$ cat src/rtl/dvi_pkg.sv
// Shared DVI output-path definitions: TMDS word constants and the phase
// sequencer state encoding.
package dvi_pkg;

    localparam int TMDS_BITS = 10;

    localparam logic [TMDS_BITS-1:0] TMDS_CTRL_00     = 10'b1101010100;
    localparam logic [TMDS_BITS-1:0] TMDS_CLK_PATTERN = 10'b0000011111;

    typedef enum logic [1:0] {
        IDLE   = 2'd0,
        SEARCH = 2'd1,
        LOCKED = 2'd2
    } seq_state_t;

endpackage

$ cat src/rtl/tmds_shift10.sv
// 10-bit load/shift register for one TMDS lane: parallel load, LSB-first
// shift-out with zero fill, synchronous clear.
module tmds_shift10
    import dvi_pkg::*;
(
    input  logic                 clk_tmds,
    input  logic                 rst_n,
    input  logic                 clr,
    input  logic                 load,
    input  logic [TMDS_BITS-1:0] din,
    output logic                 ser
);

    logic [TMDS_BITS-1:0] sr_q, sr_d;

    always_ff @(posedge clk_tmds or negedge rst_n) begin
        if (!rst_n) begin
            sr_q <= '0;
        end else begin
            sr_q <= sr_d;
        end
    end

    // Clear wins over load so a drop to IDLE flushes a word mid-flight.
    always_comb begin
        sr_d = {1'b0, sr_q[TMDS_BITS-1:1]};
        if (clr) begin
            sr_d = '0;
        end else if (load) begin
            sr_d = din;
        end
    end

    assign ser = sr_q[0];

endmodule

$ cat src/rtl/tmds_phase_sequencer.sv
// Recovers pixel phase from pix_toggle in the TMDS bit-clock domain, runs the
// IDLE/SEARCH/LOCKED supervisor and schedules word loads into four serializers.
module tmds_phase_sequencer
    import dvi_pkg::*;
#(
    parameter int LOCK_COUNT  = 16,
    parameter int LOAD_OFFSET = 4,
    parameter int SYNC_STAGES = 2
) (
    input  logic                 clk_tmds,
    input  logic                 rst_n,
    input  logic                 enable,
    input  logic                 pix_toggle,
    input  logic [TMDS_BITS-1:0] word_red,
    input  logic [TMDS_BITS-1:0] word_green,
    input  logic [TMDS_BITS-1:0] word_blue,
    output logic                 ser_red,
    output logic                 ser_green,
    output logic                 ser_blue,
    output logic                 ser_clk,
    output logic                 load,
    output logic                 locked,
    output logic [7:0]           slip_count,
    output seq_state_t           dbg_state
);

    localparam logic [7:0] LOCK_TARGET = 8'(LOCK_COUNT);
    localparam logic [3:0] LOAD_SLOT   = 4'(LOAD_OFFSET);
    localparam logic [3:0] LAST_SLOT   = 4'(TMDS_BITS - 1);

    logic [SYNC_STAGES-1:0] sync_q, sync_d;
    logic                   prev_q, prev_d;
    seq_state_t             state_q, state_d;
    logic [3:0]             slot_q, slot_d;
    logic [7:0]             match_q, match_d;
    logic [7:0]             slip_count_q, slip_count_d;
    logic                   load_q, load_d;
    logic                   locked_q, locked_d;

    logic                   pix_edge;
    logic                   on_time;
    logic                   slip;
    logic                   sr_clr;
    logic [TMDS_BITS-1:0]   din_red, din_green, din_blue;

    // State register process: every flop of the block lives here.
    always_ff @(posedge clk_tmds or negedge rst_n) begin
        if (!rst_n) begin
            sync_q       <= '0;
            prev_q       <= 1'b0;
            state_q      <= IDLE;
            slot_q       <= '0;
            match_q      <= '0;
            slip_count_q <= '0;
            load_q       <= 1'b0;
            locked_q     <= 1'b0;
        end else begin
            sync_q       <= sync_d;
            prev_q       <= prev_d;
            state_q      <= state_d;
            slot_q       <= slot_d;
            match_q      <= match_d;
            slip_count_q <= slip_count_d;
            load_q       <= load_d;
            locked_q     <= locked_d;
        end
    end

    always_comb begin
        sync_d   = {sync_q[SYNC_STAGES-2:0], pix_toggle};
        prev_d   = sync_q[SYNC_STAGES-1];
        pix_edge = sync_q[SYNC_STAGES-1] ^ prev_q;
        on_time  = pix_edge && (slot_q == LAST_SLOT);
    end

    // Next-state process: lock supervision, slot counter and slip accounting.
    always_comb begin
        state_d = state_q;
        match_d = match_q;
        slip    = 1'b0;
        unique case (state_q)
            IDLE: begin
                match_d = '0;
                if (enable) state_d = SEARCH;
            end
            SEARCH: begin
                if (on_time) begin
                    match_d = match_q + 8'd1;
                    if (match_q + 8'd1 >= LOCK_TARGET) begin
                        state_d = LOCKED;
                        match_d = '0;
                    end
                end else if (pix_edge) begin
                    match_d = '0;
                    slip    = 1'b1;
                end
            end
            LOCKED: begin
                match_d = '0;
                // An off-time edge and a missing edge both mean the phase moved.
                if ((pix_edge && !on_time) || (!pix_edge && slot_q == LAST_SLOT)) begin
                    state_d = SEARCH;
                    slip    = 1'b1;
                end
            end
            default: state_d = IDLE;
        endcase
        if (!enable) begin
            state_d = IDLE;
            match_d = '0;
            slip    = 1'b0;
        end

        if (state_q == IDLE || state_d == IDLE || pix_edge || slot_q == LAST_SLOT) begin
            slot_d = '0;
        end else begin
            slot_d = slot_q + 4'd1;
        end

        slip_count_d = slip_count_q;
        if (slip && slip_count_q != 8'hFF) begin
            slip_count_d = slip_count_q + 8'd1;
        end
    end

    // Output process: load/locked are decoded one cycle early so they leave
    // the block registered and line up with slot_q/state_q.
    always_comb begin
        load_d    = (state_d != IDLE) && (slot_d == LOAD_SLOT);
        locked_d  = (state_d == LOCKED);
        sr_clr    = (state_d == IDLE);
        din_red   = (state_q == LOCKED) ? word_red   : TMDS_CTRL_00;
        din_green = (state_q == LOCKED) ? word_green : TMDS_CTRL_00;
        din_blue  = (state_q == LOCKED) ? word_blue  : TMDS_CTRL_00;
    end

    tmds_shift10 u_shift_red (
        .clk_tmds (clk_tmds),
        .rst_n    (rst_n),
        .clr      (sr_clr),
        .load     (load_q),
        .din      (din_red),
        .ser      (ser_red)
    );

    tmds_shift10 u_shift_green (
        .clk_tmds (clk_tmds),
        .rst_n    (rst_n),
        .clr      (sr_clr),
        .load     (load_q),
        .din      (din_green),
        .ser      (ser_green)
    );

    tmds_shift10 u_shift_blue (
        .clk_tmds (clk_tmds),
        .rst_n    (rst_n),
        .clr      (sr_clr),
        .load     (load_q),
        .din      (din_blue),
        .ser      (ser_blue)
    );

    tmds_shift10 u_shift_clk (
        .clk_tmds (clk_tmds),
        .rst_n    (rst_n),
        .clr      (sr_clr),
        .load     (load_q),
        .din      (TMDS_CLK_PATTERN),
        .ser      (ser_clk)
    );

    assign load       = load_q;
    assign locked     = locked_q;
    assign slip_count = slip_count_q;
    assign dbg_state  = state_q;

endmodule

$ cat config.mk
export PLATFORM = sky130hd
export DESIGN_NAME = tmds_phase_sequencer
export DESIGN_NICKNAME = d
export VERILOG_FILES = /design/src/rtl/dvi_pkg.sv /design/src/rtl/tmds_shift10.sv /design/src/rtl/tmds_phase_sequencer.sv
export SDC_FILE = /design/constraint.sdc
export NUM_CORES = 1
export LEC_CHECK = 0
export ABC_AREA = 1
export CAP_MARGIN = 20
export CORE_MARGIN = 4
export CORE_UTILIZATION = 45
export CTS_BUF_LIST = sky130_fd_sc_hd__clkbuf_4 sky130_fd_sc_hd__clkbuf_8
export DETAILED_ROUTE_END_ITERATION = 7
export PLACE_DENSITY = 0.71
export REMOVE_ABC_BUFFERS = 1
export SYNTH_ARGS = -nofsm -noshare
export SYNTH_HDL_FRONTEND = slang
export SYNTH_SLANG_ARGS = --single-unit
$ cat constraint.sdc
create_clock -name clk_tmds -period 2.1 [get_ports clk_tmds]
set_input_delay 0.63 -clock clk_tmds [delete_from_list [all_inputs] [get_ports clk_tmds]]
set_output_delay 0.63 -clock clk_tmds [all_outputs]
set_load 0.05 [all_outputs]
# Yosys cells after proc, flatten, opt, wreduce, memory -nomap -nowiden
# Index checks and enable logic that the tools add are counted.
# totals
ff_bits	67
latchBits	0
mem_bits_rw	0
rom_bits	0
input_bits	34
out_inout_bits	16
wordCells	68
n_memories	0
# classes
addsub	3
multipliers	0
n_div	0
magnitude_cmp	1
n_eq_ne	8
shift	0
n_mux	27
bitwise	1
n_reduce_logical	16
# ops
operator	n
two-way mux 10 bit	9
two-way mux 8 bit	4
two-way mux 9 bit	2
adder 8 x 1 -> 8 bit, second input constant	2
one-hot mux 8 bit (2 select lines)	1
>= comparator 8 x 5 -> 1 bit, second input constant	1
two-way mux 2 bit	4
inequality test 8 bit, second input constant	1
one-hot mux 2 bit (3 select lines)	1
logical AND 1 bit	5
adder 4 x 1 -> 4 bit, second input constant	1
equality test 2 bit, second input constant	2
equality test 4 x 3 -> 1 bit, second input constant	1
equality test 4 bit, second input constant	1
logical NOT 2 bit	2
logical OR 1 bit	4
two-way mux 1 bit	4
two-way mux 4 bit	1
inequality test 4 bit, second input constant	1
inequality test 3 x 2 -> 1 bit, second input constant	1
equality test 2 x 1 -> 1 bit, second input constant	1
logical NOT 1 bit	2
one-hot mux 1 bit (2 select lines)	1
AND reduction 2 bit	1
other kinds (3)	3

# Logic depth before layout (Yosys ltp)
# Gate-level depths: netlist of run 1.
# depth
word_depth	15
ltp_mapped	14
mapped_depth_nobuf	14

# Cells and area by module
# A second synthesis of run 1 with hierarchy kept.
# hier_totals
cells_unflattened	451
area_unflattened_um2	3523.4
# modules_own_cells
module	instances	cells_per_inst	area_each_um2
tmds_shift10	4	60	461.7
tmds_phase_sequencer	1	211	1676.6

# Worst setup path after synthesis of run 1
# No wires, ideal clock.
# synth_path
path_type	register -> register
startpoint	register state_q[0] (netlist: dbg_state[0])
endpoint	register u_shift_green.sr_q[2]
arrival_ns	1.944
path_slack_ns	0.035
path_stages_with_launch	11
cell_sequence	dfrtp_1 -> inv_1 -> ha_1 -> buf_2 -> a211oi_1 -> nand2_2 -> nand2_2 -> nand2_4 -> inv_4 -> buf_6 -> nor2_2
# synth_via
elab_chain_cells	6
word_cells_on_any_way	12
classes_between	eq/ne: 2; mux: 8; reduce/logical: 2
# synth_rtl
element	line	rtl
start: declaration	tmds_phase_sequencer.sv:33	seq_state_t state_q, state_d;
start signal: assignment	tmds_phase_sequencer.sv:60	state_q <= state_d;
two-way mux 2 bit	tmds_phase_sequencer.sv:89	if (match_q + 8'd1 >= LOCK_TARGET) begin
two-way mux 2 bit	tmds_phase_sequencer.sv:87	if (on_time) begin
one-hot mux 2 bit (3 select lines)	tmds_phase_sequencer.sv:81	unique case (state_q)
two-way mux 2 bit	tmds_phase_sequencer.sv:108	if (!enable) begin
logical NOT 2 bit	tmds_phase_sequencer.sv:131	sr_clr = (state_d == IDLE);
two-way mux 10 bit (*)	tmds_shift10.sv:27	if (clr) begin
net u_shift_green.sr_d[2]	tmds_shift10.sv:14	logic [TMDS_BITS-1:0] sr_q, sr_d;
end signal: assignment	tmds_shift10.sv:20	sr_q <= sr_d;
end: declaration	tmds_shift10.sv:14	
# The timed path passes the listed nets; every way through them passes the cells marked *.
# A chain may end at the register's enable or synchronous reset.

# Worst setup path in the final report of run 1
# layout_path
startpoint	register slot_q[1]
endpoint	register slip_count_q[6] (netlist: slip_count[6])
# layout_via
elab_chain_cells	9
word_cells_on_any_way	11
classes_between	eq/ne: 1; mux: 4; reduce/logical: 6
# layout_rtl
element	line	rtl
start: declaration	tmds_phase_sequencer.sv:34	logic [3:0] slot_q, slot_d;
start signal: assignment	tmds_phase_sequencer.sv:61	slot_q <= slot_d;
equality test 4 bit (*)	tmds_phase_sequencer.sv:73, tmds_phase_sequencer.sv:101	
logical AND 1 bit	tmds_phase_sequencer.sv:73	on_time = pix_edge && (slot_q == LAST_SLOT);
logical NOT 1 bit	tmds_phase_sequencer.sv:101	if ((pix_edge && !on_time) || (!pix_edge && slot_q == LAST_SLOT)) begin
logical AND 1 bit	tmds_phase_sequencer.sv:101	
logical OR 1 bit	tmds_phase_sequencer.sv:101	
two-way mux 1 bit	tmds_phase_sequencer.sv:101	
one-hot mux 1 bit (2 select lines) (*)	tmds_phase_sequencer.sv:81	
two-way mux 1 bit (*)	tmds_phase_sequencer.sv:108	
logical AND 1 bit (*)	tmds_phase_sequencer.sv:121	if (slip && slip_count_q != 8'hFF) begin
end signal: assignment	tmds_phase_sequencer.sv:63	slip_count_q <= slip_count_d;
end: declaration	tmds_phase_sequencer.sv:36	logic [7:0] slip_count_q, slip_count_d;
# Mark *: on every way between the ends. The rest lies on a longest branch, timed or not.

==> summary.md, run 1 <==
| Metric | Value |
|---|---|
| Status | `finished, final reports clean` |
| YS warnings | `0` |
| Critical Path Fanout Max | `3` |
| Most common cell after layout, fill and taps aside | `dfrtp_1` |
| CTS tree | `yes` |
| Starting Density | `47.0%` |
| Ranking of synthesized cells by area | `dfrtp_1, nand2_1, nand3_1, nor2_1, ha_1` |
| Max VDD drop | `0.431 mV` |
| Total number of vias | `2,165` |
| Share of the synthesized area in the top cell type | `54.7%` |
| Row count | `28` |
| Final GP Congestion | `0.778` |
| Final setup violation count | `0` |
| Fin. max-slew vios | `0` |
| Reg power frac | `45.9%` |
| Max_cap viols | `0` |
| Leakage power figure | `1.81 nW` |
| CP Capture Type | `flop` |
| P_sw | `0.689 mW` |
| Worst R2R Setup Slack | `110 ps` |
| Vias per cell | `4.94` |
| Combinational power share | `13.2%` |
| Async set-or-reset flop fraction in the synthesized netlist | `100%` |
| Clock skew | `12.4 ps` |
| Internal power | `2.06 mW` |
| Post-synth EDFFs | `0` |
| Setup TNS | `0 ps` |
| Hold buffer count at cts | `0` |
| Die height | `87.4 um` |
| Post-Syn Instances | `295` |
| Drt pass-1 iters | `4` |
| Sequential element share of the synthesized area | `54.7%` |
| CTS root buf | `clkbuf_8` |
| CTS sink count | `62` |
| Commonest cells after routing, fill and taps aside | `dfrtp_1, nand2_1, nor2_1, clkdlybuf4s50_1, nand3_1` |
| Switch share | `25.1%` |
| Mapped cell area | `2830 um^2` |
| Fin crit period | `1990 ps` |
| Dpl hpwl | `3.84 mm` |
| Final hold violation count | `0` |
| Final worst-path cycle share | `94.5%` |
| Worst EP required | `2350 ps` |
| Gr usage total | `15.9%` |
| Pin count of the biggest net entering global routing | `63` |
| Peak Freq | `504 MHz` |
| Fillcell total | `518` |
| Most used flip-flop cell after synthesis | `dfrtp_1` |
| Worst-path clk slew | `70 ps` |
| Worst EP arrival | `2240 ps` |
| I/O pin total | `50` |
| Die Wd | `87.4 um` |
| Share of layout cells above drive strength 1 | `23.7%` |
| Clk network pwr share | `40.9%` |
| Startpoint types | `flop` |
| # DRC | `0` |
| Worst-Margin Slew | `500 ps` |
| CP Class | `reg -> reg` |
| Register area | `1550 um^2` |
| P&R area growth vs syn | `32.0%` |
| Pwr Density | `735 nW/um^2` |
| Max Root-Sink Buffers | `2` |
| Library cells used by synthesis | `32` |
| Gr ovfl total | `0` |
| Antenna violations before repair | `0` |
| Syn_area_per_cell | `9.61 um^2` |
| DRT antenna net count | `0` |
| Relative slew slack | `66.6%` |
| Core Area | `6030 um^2` |
| Wirelength per Cell | `12.9 um` |
| RSZ-0062 raised after global routing | `true` |
| PortBufs | `49` |
| Nets@finish | `403` |
| Cell accounting for the most synthesized area | `dfrtp_1` |
| H-tree Lvls | `3` |
| Path type of the worst min-delay path | `in -> async` |
| Total Wirelength | `5.65 mm` |
| Num CTS Buffers | `9` |
| Vias in the first global route | `2,157` |
| Clk Latency, worst-skew pair | `330 ps` |
| Die area | `7630 um^2` |
| Fin util | `62.1%` |
| Ant. Diodes | `0` |
| Area of the multi-input gates | `1170 um^2` |
| FF+latch count, synth | `62` |
| Drt initial violations | `50` |
| Global-route wire length before repair | `9.37 mm` |
==> worst max-delay path, stage by stage, from the launching register on <==
cell	delay, ps
dfrtp_1	380
inv_2	70
ha_4	130
nand3_4	80
ha_4	240
nor2_4	100
a21oi_1	40
nor2_1	80
o211ai_1	120
nor2_1	180
nand3_2	120
nor3_2	210
xor2_1	150
==> cell usage after synthesis (2+ instances only) <==
library cell,count
a21oi_1,3
a21oi_2,14
buf_6,3
clkbuf_1,7
dfrtp_1,62
ha_1,10
inv_1,27
nand2_1,45
nand2_2,6
nand3_1,32
nand4_1,2
nor2_1,37
nor2_2,7
nor3_1,2
o21ai_0,2
o22ai_1,12
xnor2_1,3
xor2_1,7
==> cell type report <==
cell class | count | area share [%]
Inverter | 29 | 3.04
Multi-Input combinational cell | 193 | 31.2
Tap cell | 75 | 2.51
Clock buffer | 11 | 3.71
Sequential cell | 62 | 41.5
Clock inverter | 4 | 1.94
Timing Repair Buffer | 64 | 16.1
==> per-layer routing <==
metal	global-route usage [%]	up-vias	share of wire, %
met3	3.03	8	3.1
met2	26.6	31	49
met5	0	-	0
met1	19.4	1050	46
met4	7.81	0	1.2
li1	-	1076	-
==> kinds of logic (layout without fill, tap and decap cells) <==
family | Yosys count | after routing | share of synthesized area (%)
AOI/OAI and AO/OA | 36 | 36 | 9.23
xor gates and xnor gates | 10 | 10 | 3.09
adders and majority gates | 10 | 10 | 4.42
buffers and inverters | 40 | 108 | 6.23
DFF | 62 | 62 | 54.7
muxes | 1 | 1 | 0.397
and+or+nand+nor | 136 | 136 | 21.9
==> sequential cells by signal (all words and copies together), names as in the netlist <==
register,cells
dbg_state,2
load,1
locked,1
match_q,8
prev_q,1
slip_count,8
slot_q,4
sync_q,2
u_shift_blue.sr_q,10
u_shift_clk.sr_q,5
u_shift_green.sr_q,10
u_shift_red.sr_q,10
==> power groups by stage <==
stage	Sequential [mW]	Combinational [mW]	Clock, mW
finish	1.26	0.362	1.12
global placement	1.28	0.354	0
detailed placement	1.28	0.360	0
floorplan	1.37	0.0888	0
global route	1.27	0.394	1.20
CTS	1.26	0.360	1.15
==> through the flow <==
step                      instances  cell area, um^2  power (mW)  hold slack (ps)  worst slack, ps
after global placement          420             3430        1.63              334            -63.6
after floorplan                 284             2770        1.46              331             -283
final                           438             3740        2.75              295              115
after detailed placement        420             3430        1.64              338             -104
after CTS                       436             3660        2.77              305             1.64
after global routing            438             3740        2.86              320            -58.0
==> timing repair <==
item / in CTS / in global routing
gates resized for setup: 1 / 15
cloned: 0 / 0
pin swaps: 1 / 4
endpoints found under the setup margin: 1 / 39
buffers inserted: 1 / 2
==> path summary, 6_finish.rpt <==
kind	start	endpoint	cells after the start
setup / recovery	slot_q[1]	slip_count[6]	12
max in group asynchronous	rst_n	match_q[1]	2
hold / removal	rst_n	u_shift_red.sr_q[8]	2
min in group clk_tmds	sync_q[0]	sync_q[1]	0
setup reg to reg	slot_q[1]	slip_count[6]	12
hold reg to reg	sync_q[0]	sync_q[1]	0
Note: power is estimated with default switching activity, not from simulation.
==> run 2: changes to the inputs <==
--- a/config.mk
+++ b/config.mk
@@ -8,10 +8,12 @@
 export ABC_AREA = 1
 export CAP_MARGIN = 20
 export CORE_MARGIN = 4
-export CORE_UTILIZATION = 45
+export CORE_UTILIZATION = 25
 export CTS_BUF_LIST = sky130_fd_sc_hd__clkbuf_4 sky130_fd_sc_hd__clkbuf_8
 export DETAILED_ROUTE_END_ITERATION = 7
-export PLACE_DENSITY = 0.71
+export DONT_BUFFER_PORTS = 1
+export PLACE_DENSITY = 0.38
+export RECOVER_POWER = 100
 export REMOVE_ABC_BUFFERS = 1
 export SYNTH_ARGS = -nofsm -noshare
 export SYNTH_HDL_FRONTEND = slang
==> run 2 against run 1 <==
  * Largest cell class unchanged
  * Worst hold slack improved by 21 ps
  * Flip-flop and latch count unchanged
  * Critical path depth increased by 1
  * Highest routed layer unchanged
  * Sequential power about the same
  * Sequential share of layout area increased by 4.1 points
  * Clock-buffer cell count decreased by 2
==> summary.md, run 2 (synthesis results as in run 1) <==
| Metric | Value |
|---|---|
| Critical Path Start | `slot_q[1]` |
| Worst EP arrival | `2260 ps (+20 ps)` |
| Final GP Congestion | `0.732 (-5.9%)` |
| Fillcell total | `1,147 (+120%)` |
| Num CTS Buffers | `9 (unchanged)` |
| P&R area growth vs syn | `20.3%` |
| Area of the multi-input gates | `1170 um^2 (+0.64%)` |
| Total Wirelength | `6.47 mm (+15%)` |
| Worst R2R Path Depth | `13 (+1)` |
| CP top delay family | `adder cells` |
| Max_cap viols | `0 (unchanged)` |
| Global-route wire length before repair | `10.8 mm (+15%)` |
| Slowest stage cell, crit path | `dfrtp_1` |
| Nets@finish | `364 (-9.7%)` |
| WHS Path Cells | `0` |
| Clk Latency, worst-skew pair | `340 ps (about the same)` |
| Most common cell after layout, fill and taps aside | `dfrtp_1` |
| Max VDD drop | `0.496 mV (+15%)` |
| Status | `finished, final reports clean` |
| Worst-path clk slew | `70 ps (about the same)` |
| Final hold violation count | `0 (unchanged)` |
| PortBufs | `0 (-100%)` |
| Starting Density | `25.8% (-21 points)` |
| # DRC | `0 (unchanged)` |
| DRT antenna net count | `0 (unchanged)` |
| Ant. Diodes | `0 (unchanged)` |
| Final worst-path cycle share | `96.7% (+2.2 points)` |
| Die height | `114 um (+31%)` |
| Leakage power figure | `1.57 nW (-13%)` |
| Vias in the first global route | `2,138 (-0.88%)` |
| Fin Hold WS | `315 ps (+20.5 ps)` |
| Dpl hpwl | `4.29 mm (+12%)` |
| Total number of vias | `2,001 (-7.6%)` |
| Vias per cell | `4.30 (-13%)` |
| Clock skew | `7.21 ps (-5.23 ps)` |
| R2R Path Start | `slot_q[1]` |
| Die Wd | `114 um (+31%)` |
| CTS sink count | `62 (unchanged)` |
| Gr ovfl total | `0 (unchanged)` |
| Worst-Margin Slew | `1450 ps (+945 ps)` |
| Worst R2R Setup Slack | `70 ps (-50 ps)` |
| CTS root buf | `clkbuf_8` |
| Gr usage total | `10.7% (-5.1 points)` |
| Crit-path max cell delay | `380 ps (about the same)` |
| Capturing point of the worst reg2reg path | `u_shift_green.sr_q[6]` |
| Fin crit period | `2030 ps (+46.5 ps)` |
| Row count | `38 (+36%)` |
| Drt initial violations | `113 (+130%)` |
| Setup ws final | `68.4 ps (-46.5 ps)` |
| Final setup violation count | `0 (unchanged)` |
| Pin count of the biggest net entering global routing | `63 (unchanged)` |
| I/O pin total | `50 (unchanged)` |
| Core Area | `11,000 um^2 (+82%)` |
| Wirelength per Cell | `13.9 um (+7.9%)` |
| Setup WS pre-CTS | `-30.3 ps (+73.5 ps)` |
| CTS tree | `yes` |
| Startpoint types | `flop` |
| Relative slew slack | `3.63% (-63 points)` |
| CP Depth | `13 (+1)` |
| CP Class | `reg -> reg` |
| Path type of the worst min-delay path | `in -> reg` |
| Register area | `1550 um^2 (about the same)` |
| Worst EP required | `2330 ps (-20 ps)` |
| CP most frequent cell | `nand2_2` |
| Top flop regs | `u_shift_blue.sr_q (10), u_shift_green.sr_q (10), u_shift_red.sr_q (10)` |
| CP Cell Sequence | `inv_1 -> ha_2 -> nand3_4 -> ha_4 -> nor2_4 -> buf_4 -> a211oi_2 -> nand2_2 -> nand2_2 -> nand2_4 -> inv_4 -> buf_12 -> nor2_1` |
| Critical Path Fanout Max | `14 (+11)` |
| Pwr Density | `761 nW/um^2 (+3.6%)` |
| H-tree Lvls | `3 (unchanged)` |
| Share of layout cells above drive strength 1 | `26.2% (+2.5 points)` |
| Peak Freq | `492 MHz (-2.3%)` |
| Die area | `13,100 um^2 (+72%)` |
| Fin. max-slew vios | `0 (unchanged)` |
| CP endpoint | `u_shift_green.sr_q[6]` |
| Commonest cells after routing, fill and taps aside | `dfrtp_1, nand2_1, nor2_1, nand3_1, inv_1` |
| Drt pass-1 iters | `4 (unchanged)` |
| CP Capture Type | `flop` |
| Antenna violations before repair | `0 (unchanged)` |
| Buf/Inv on CP | `4 (+3)` |
| Max Root-Sink Buffers | `2 (unchanged)` |
-- run 2: report_power, final --
| group | internal [mW] | total (mW) | switching, mW |
|---|---|---|---|
| registers | 1.23 | 1.25 | 0.0207 |
| logic | 0.0909 | 0.327 | 0.236 |
| clock network | 0.539 | 1.02 | 0.484 |
-- run 2: final cells by class --
class | instances | area share (%)
sequential | 62 | 45.6
multi-input combinational | 193 | 34.4
timing repair buffer | 25 | 6.06
tap | 140 | 5.14
clock buffer | 9 | 3.63
inverter | 29 | 3.27
clock inverter | 7 | 1.91
-- run 2: what timing repair did --
item,4_1_cts,5_1_grt
setup buffers,3,1
endpoints found under the hold margin,62,0
resized for setup,3,14
setup endpoints to repair,1,38
hold buffers,1,0
pin swaps,6,5
-- run 2: metrics by stage --
step / std cells / power [mW] / setup TNS, ps / utilization [%] / instance area, um^2
after global routing: 465 / 2.73 / -468 / 31.0 / 3410
after detailed placement: 444 / 1.57 / -30.3 / 28.5 / 3130
after CTS: 464 / 2.66 / 0 / 30.9 / 3390
after global placement: 444 / 1.56 / 0 / 28.5 / 3130
final: 465 / 2.60 / 0 / 31.0 / 3410
after floorplan: 284 / 1.46 / -5590 / - / 2770
-- run 2: worst register-to-register path: cells and delay by family (launching register included) --
family	cells	cell delay, ps
flops	1	380
fa+ha+maj	2	470
buf+inv	4	440
compound gates	1	190
simple gates	6	420
-- run 2: layer usage --
metal / global-route usage [%] / vias to the layer above / share of wire (%)
li1: - / 1000 / -
met1: 13.1 / 958 / 43
met2: 16.7 / 35 / 49
met3: 4.76 / 8 / 6.2
met4: 4.04 / 0 / 1.6
met5: 0 / - / 0
-- run 2: worst min-delay path by stage --
stage                     startpoint  slack, ps                    end
after floorplan                rst_n        330           dbg_state[0]
after global placement         rst_n        340          slip_count[3]
after detailed placement       rst_n        340    u_shift_red.sr_q[6]
after CTS                      rst_n        160  u_shift_green.sr_q[3]
after global routing      pix_toggle        280              sync_q[0]
final                     pix_toggle        320              sync_q[0]
==> run 3: changes to the inputs <==
--- a/config.mk
+++ b/config.mk
@@ -7,7 +7,6 @@
 export LEC_CHECK = 0
 export ABC_AREA = 1
 export CAP_MARGIN = 20
-export CORE_MARGIN = 4
 export CORE_UTILIZATION = 25
 export CTS_BUF_LIST = sky130_fd_sc_hd__clkbuf_4 sky130_fd_sc_hd__clkbuf_8
 export DETAILED_ROUTE_END_ITERATION = 7
@@ -15,6 +14,7 @@
 export PLACE_DENSITY = 0.38
 export RECOVER_POWER = 100
 export REMOVE_ABC_BUFFERS = 1
+export SETUP_SLACK_MARGIN = 0.3
 export SYNTH_ARGS = -nofsm -noshare
 export SYNTH_HDL_FRONTEND = slang
 export SYNTH_SLANG_ARGS = --single-unit
==> run 3 against run 2 <==
  * The flow now finishes with violations (hold timing)
  * Final cell count increased by 2.4%
  * Routed wire length decreased by 1.6%
  * Critical path depth is the same
  * Non-clock buffer count increased by 11
  * Clock power rose by 9.8%
  * Die area fell by 10%
  * Sequential power about the same
  * Critical path type unchanged
==> summary.md, run 3 (synthesis results as in run 1) <==
| Metric | Value |
|---|---|
| Starting Density | `25.9% (+0.11 points)` |
| Wirelength per Cell | `13.4 um (-3.9%)` |
| Path type of the worst min-delay path | `in -> async` |
| RSZ-0062 raised after global routing | `true` |
| Worst EP required | `2310 ps (-20 ps)` |
| Die Wd | `108 um (-5.2%)` |
| Antenna violations before repair | `0 (unchanged)` |
| Vias in the first global route | `2,053 (-4.0%)` |
| CTS sink count | `62 (unchanged)` |
| Gr ovfl total | `0 (unchanged)` |
| Critical Path Fanout Max | `8 (-6)` |
| Setup WS pre-CTS | `6.28 ps (+36.6 ps)` |
| Max_cap viols | `0 (unchanged)` |
| Ant. Diodes | `0 (unchanged)` |
| P&R area growth vs syn | `29.9%` |
| Commonest cells after routing, fill and taps aside | `dfrtp_1, nand2_1, nand3_1, nor2_1, inv_1` |
| Pin count of the biggest net entering global routing | `63 (unchanged)` |
| Clock skew | `20.3 ps (+13.1 ps)` |
| Global-route wire length before repair | `10.3 mm (-4.5%)` |
| Worst-path clk slew | `80 ps (about the same)` |
| DRT antenna net count | `0 (unchanged)` |
| Dpl hpwl | `4.11 mm (-4.0%)` |
| Fin crit period | `2040 ps (+6.95 ps)` |
| Fin. max-slew vios | `0 (unchanged)` |
| CTS root buf | `clkbuf_8` |
| Vias per cell | `4.32 (+0.28%)` |
| Relative slew slack | `54.2% (+51 points)` |
| Share of layout cells above drive strength 1 | `34.8% (+8.7 points)` |
| Clk Latency, worst-skew pair | `340 ps (about the same)` |
| Setup ws final | `61.5 ps (-6.95 ps)` |
| Capturing point of the worst reg2reg path | `u_shift_clk.sr_q[3]` |
| # DRC | `0 (unchanged)` |
| Drt pass-1 iters | `5 (+1)` |
| Status | `finished with violations` |
| Fin util | `33.7% (+2.6 points)` |
| R2R Path Start | `slot_q[1]` |
| PortBufs | `0 (unchanged)` |
| I/O pin total | `50 (unchanged)` |
| Startpoint types | `flop` |
| Max VDD drop | `0.300 mV (-40%)` |
| Pwr Density | `739 nW/um^2 (-2.9%)` |
| Final hold violation count | `57 (+57)` |
| Final worst-path cycle share | `97.1% (+0.33 points)` |
| CP Capture Type | `flop` |
| Critical Path Start | `slot_q[1]` |
| Max Root-Sink Buffers | `2 (unchanged)` |
| Post-Place Cell Area | `3160 um^2 (+1.0%)` |
| Final GP Congestion | `0.717 (-2.0%)` |
| Nets@finish | `375 (+3.0%)` |
| CTS tree | `yes` |
| Core Area | `10,900 um^2 (-0.43%)` |
| Worst R2R Path Depth | `13 (unchanged)` |
| CP Class | `reg -> reg` |
| Fin Hold WS | `-27.6 ps (-343 ps)` |
| Die height | `108 um (-5.2%)` |
| Die area | `11,800 um^2 (-10%)` |
| Failing checks | `hold timing` |
| Cell area after layout | `3680 um^2 (+8.0%)` |
| Total number of vias | `2,054 (+2.6%)` |
| Top flop regs | `u_shift_blue.sr_q (10), u_shift_green.sr_q (10), u_shift_red.sr_q (10)` |
| H-tree Lvls | `3 (unchanged)` |
| Peak Freq | `491 MHz (-0.34%)` |
| Leakage power figure | `1.66 nW (+6.0%)` |
| Worst R2R Setup Slack | `60 ps (about the same)` |
| Total Wirelength | `6.36 mm (-1.6%)` |
| Drt initial violations | `72 (-36%)` |
| Setup TNS | `0 ps (unchanged)` |
| Num CTS Buffers | `9 (unchanged)` |
| Worst-Margin Slew | `687 ps (-758 ps)` |
| Gr usage total | `11.6% (+0.87 points)` |
| Row count | `38 (unchanged)` |
| CP endpoint | `u_shift_clk.sr_q[3]` |
| Most common cell after layout, fill and taps aside | `dfrtp_1` |
| Worst EP arrival | `2250 ps (about the same)` |
| Final setup violation count | `0 (unchanged)` |
==> run 3: cell count changes in the layout (fill, tap and decap cells not counted), moves of 4 or more <==
cell / change
nand2_1: -4
buf_4: +8
nor2_1: -8
clkinv_2: -4
clkbuf_2: -4
buf_6: +5
nor2_2: +5
==> run 3: per-stage QoR <==
| step | std cells | total power, mW |
|---|---|---|
| after floorplan | 284 | 1.46 |
| after global placement | 448 | 1.57 |
| after detailed placement | 448 | 1.57 |
| after CTS | 467 | 2.72 |
| after global routing | 476 | 2.84 |
| final | 476 | 2.72 |
==> run 3: metal layers <==
layer | vias to the layer above | share of wire [%] | wire length, um | track usage [%]
met5 | - | 0 | 0 | 0
met1 | 986 | 47 | 2980 | 15.7
li1 | 1025 | - | - | -
met2 | 32 | 47 | 2990 | 16.9
met4 | 0 | 1.7 | 107 | 5.21
met3 | 11 | 4.6 | 291 | 3.50
==> run 3: critical path: stages (launching register included) <==
cell	delay (ps)
dfrtp_1	380
inv_1	60
ha_2	180
nand3_4	80
ha_4	290
nor2_4	40
buf_4	130
a211oi_2	190
nand2_2	80
nand2_2	90
nand2_4	110
clkinv_8	110
buf_12	140
nor2_4	30
==> run 3: layout make-up <==
class | instances | area (um^2)
sequential | 62 | 1550
inverter | 29 | 121
clock inverter | 4 | 53.8
multi-input combinational | 193 | 1280
timing repair buffer | 36 | 342
tap | 140 | 175
clock buffer | 12 | 159
fill | 1142 | 7250
==> run 3: where the power goes <==
group	switching [mW]	internal, mW
Clock	0.492	0.631
Sequential	0.0162	1.22
Combinational	0.231	0.128
Total	0.739	1.98
==> run 3: how the worst min path moves through the flow <==
| stage | start | to | slack (ps) | depth (start not counted) |
|---|---|---|---|---|
| after global placement | rst_n | u_shift_red.sr_q[8] | 340 | 0 |
| after detailed placement | rst_n | u_shift_red.sr_q[9] | 340 | 0 |
| after floorplan | rst_n | dbg_state[0] | 330 | 0 |
| after global routing | rst_n | u_shift_red.sr_q[8] | -50 | 0 |
| final | rst_n | u_shift_red.sr_q[8] | -30 | 0 |
| after CTS | rst_n | u_shift_green.sr_q[9] | -40 | 0 |
==> run 3: what timing repair did <==
item | CTS | global route
gates cloned | 0 | 1
setup buffers | 3 | 8
gates resized for setup | 8 | 47
pin swaps | 8 | 14
endpoints found under the setup margin | 48 | 52
hold endpoints to repair | 62 | 62
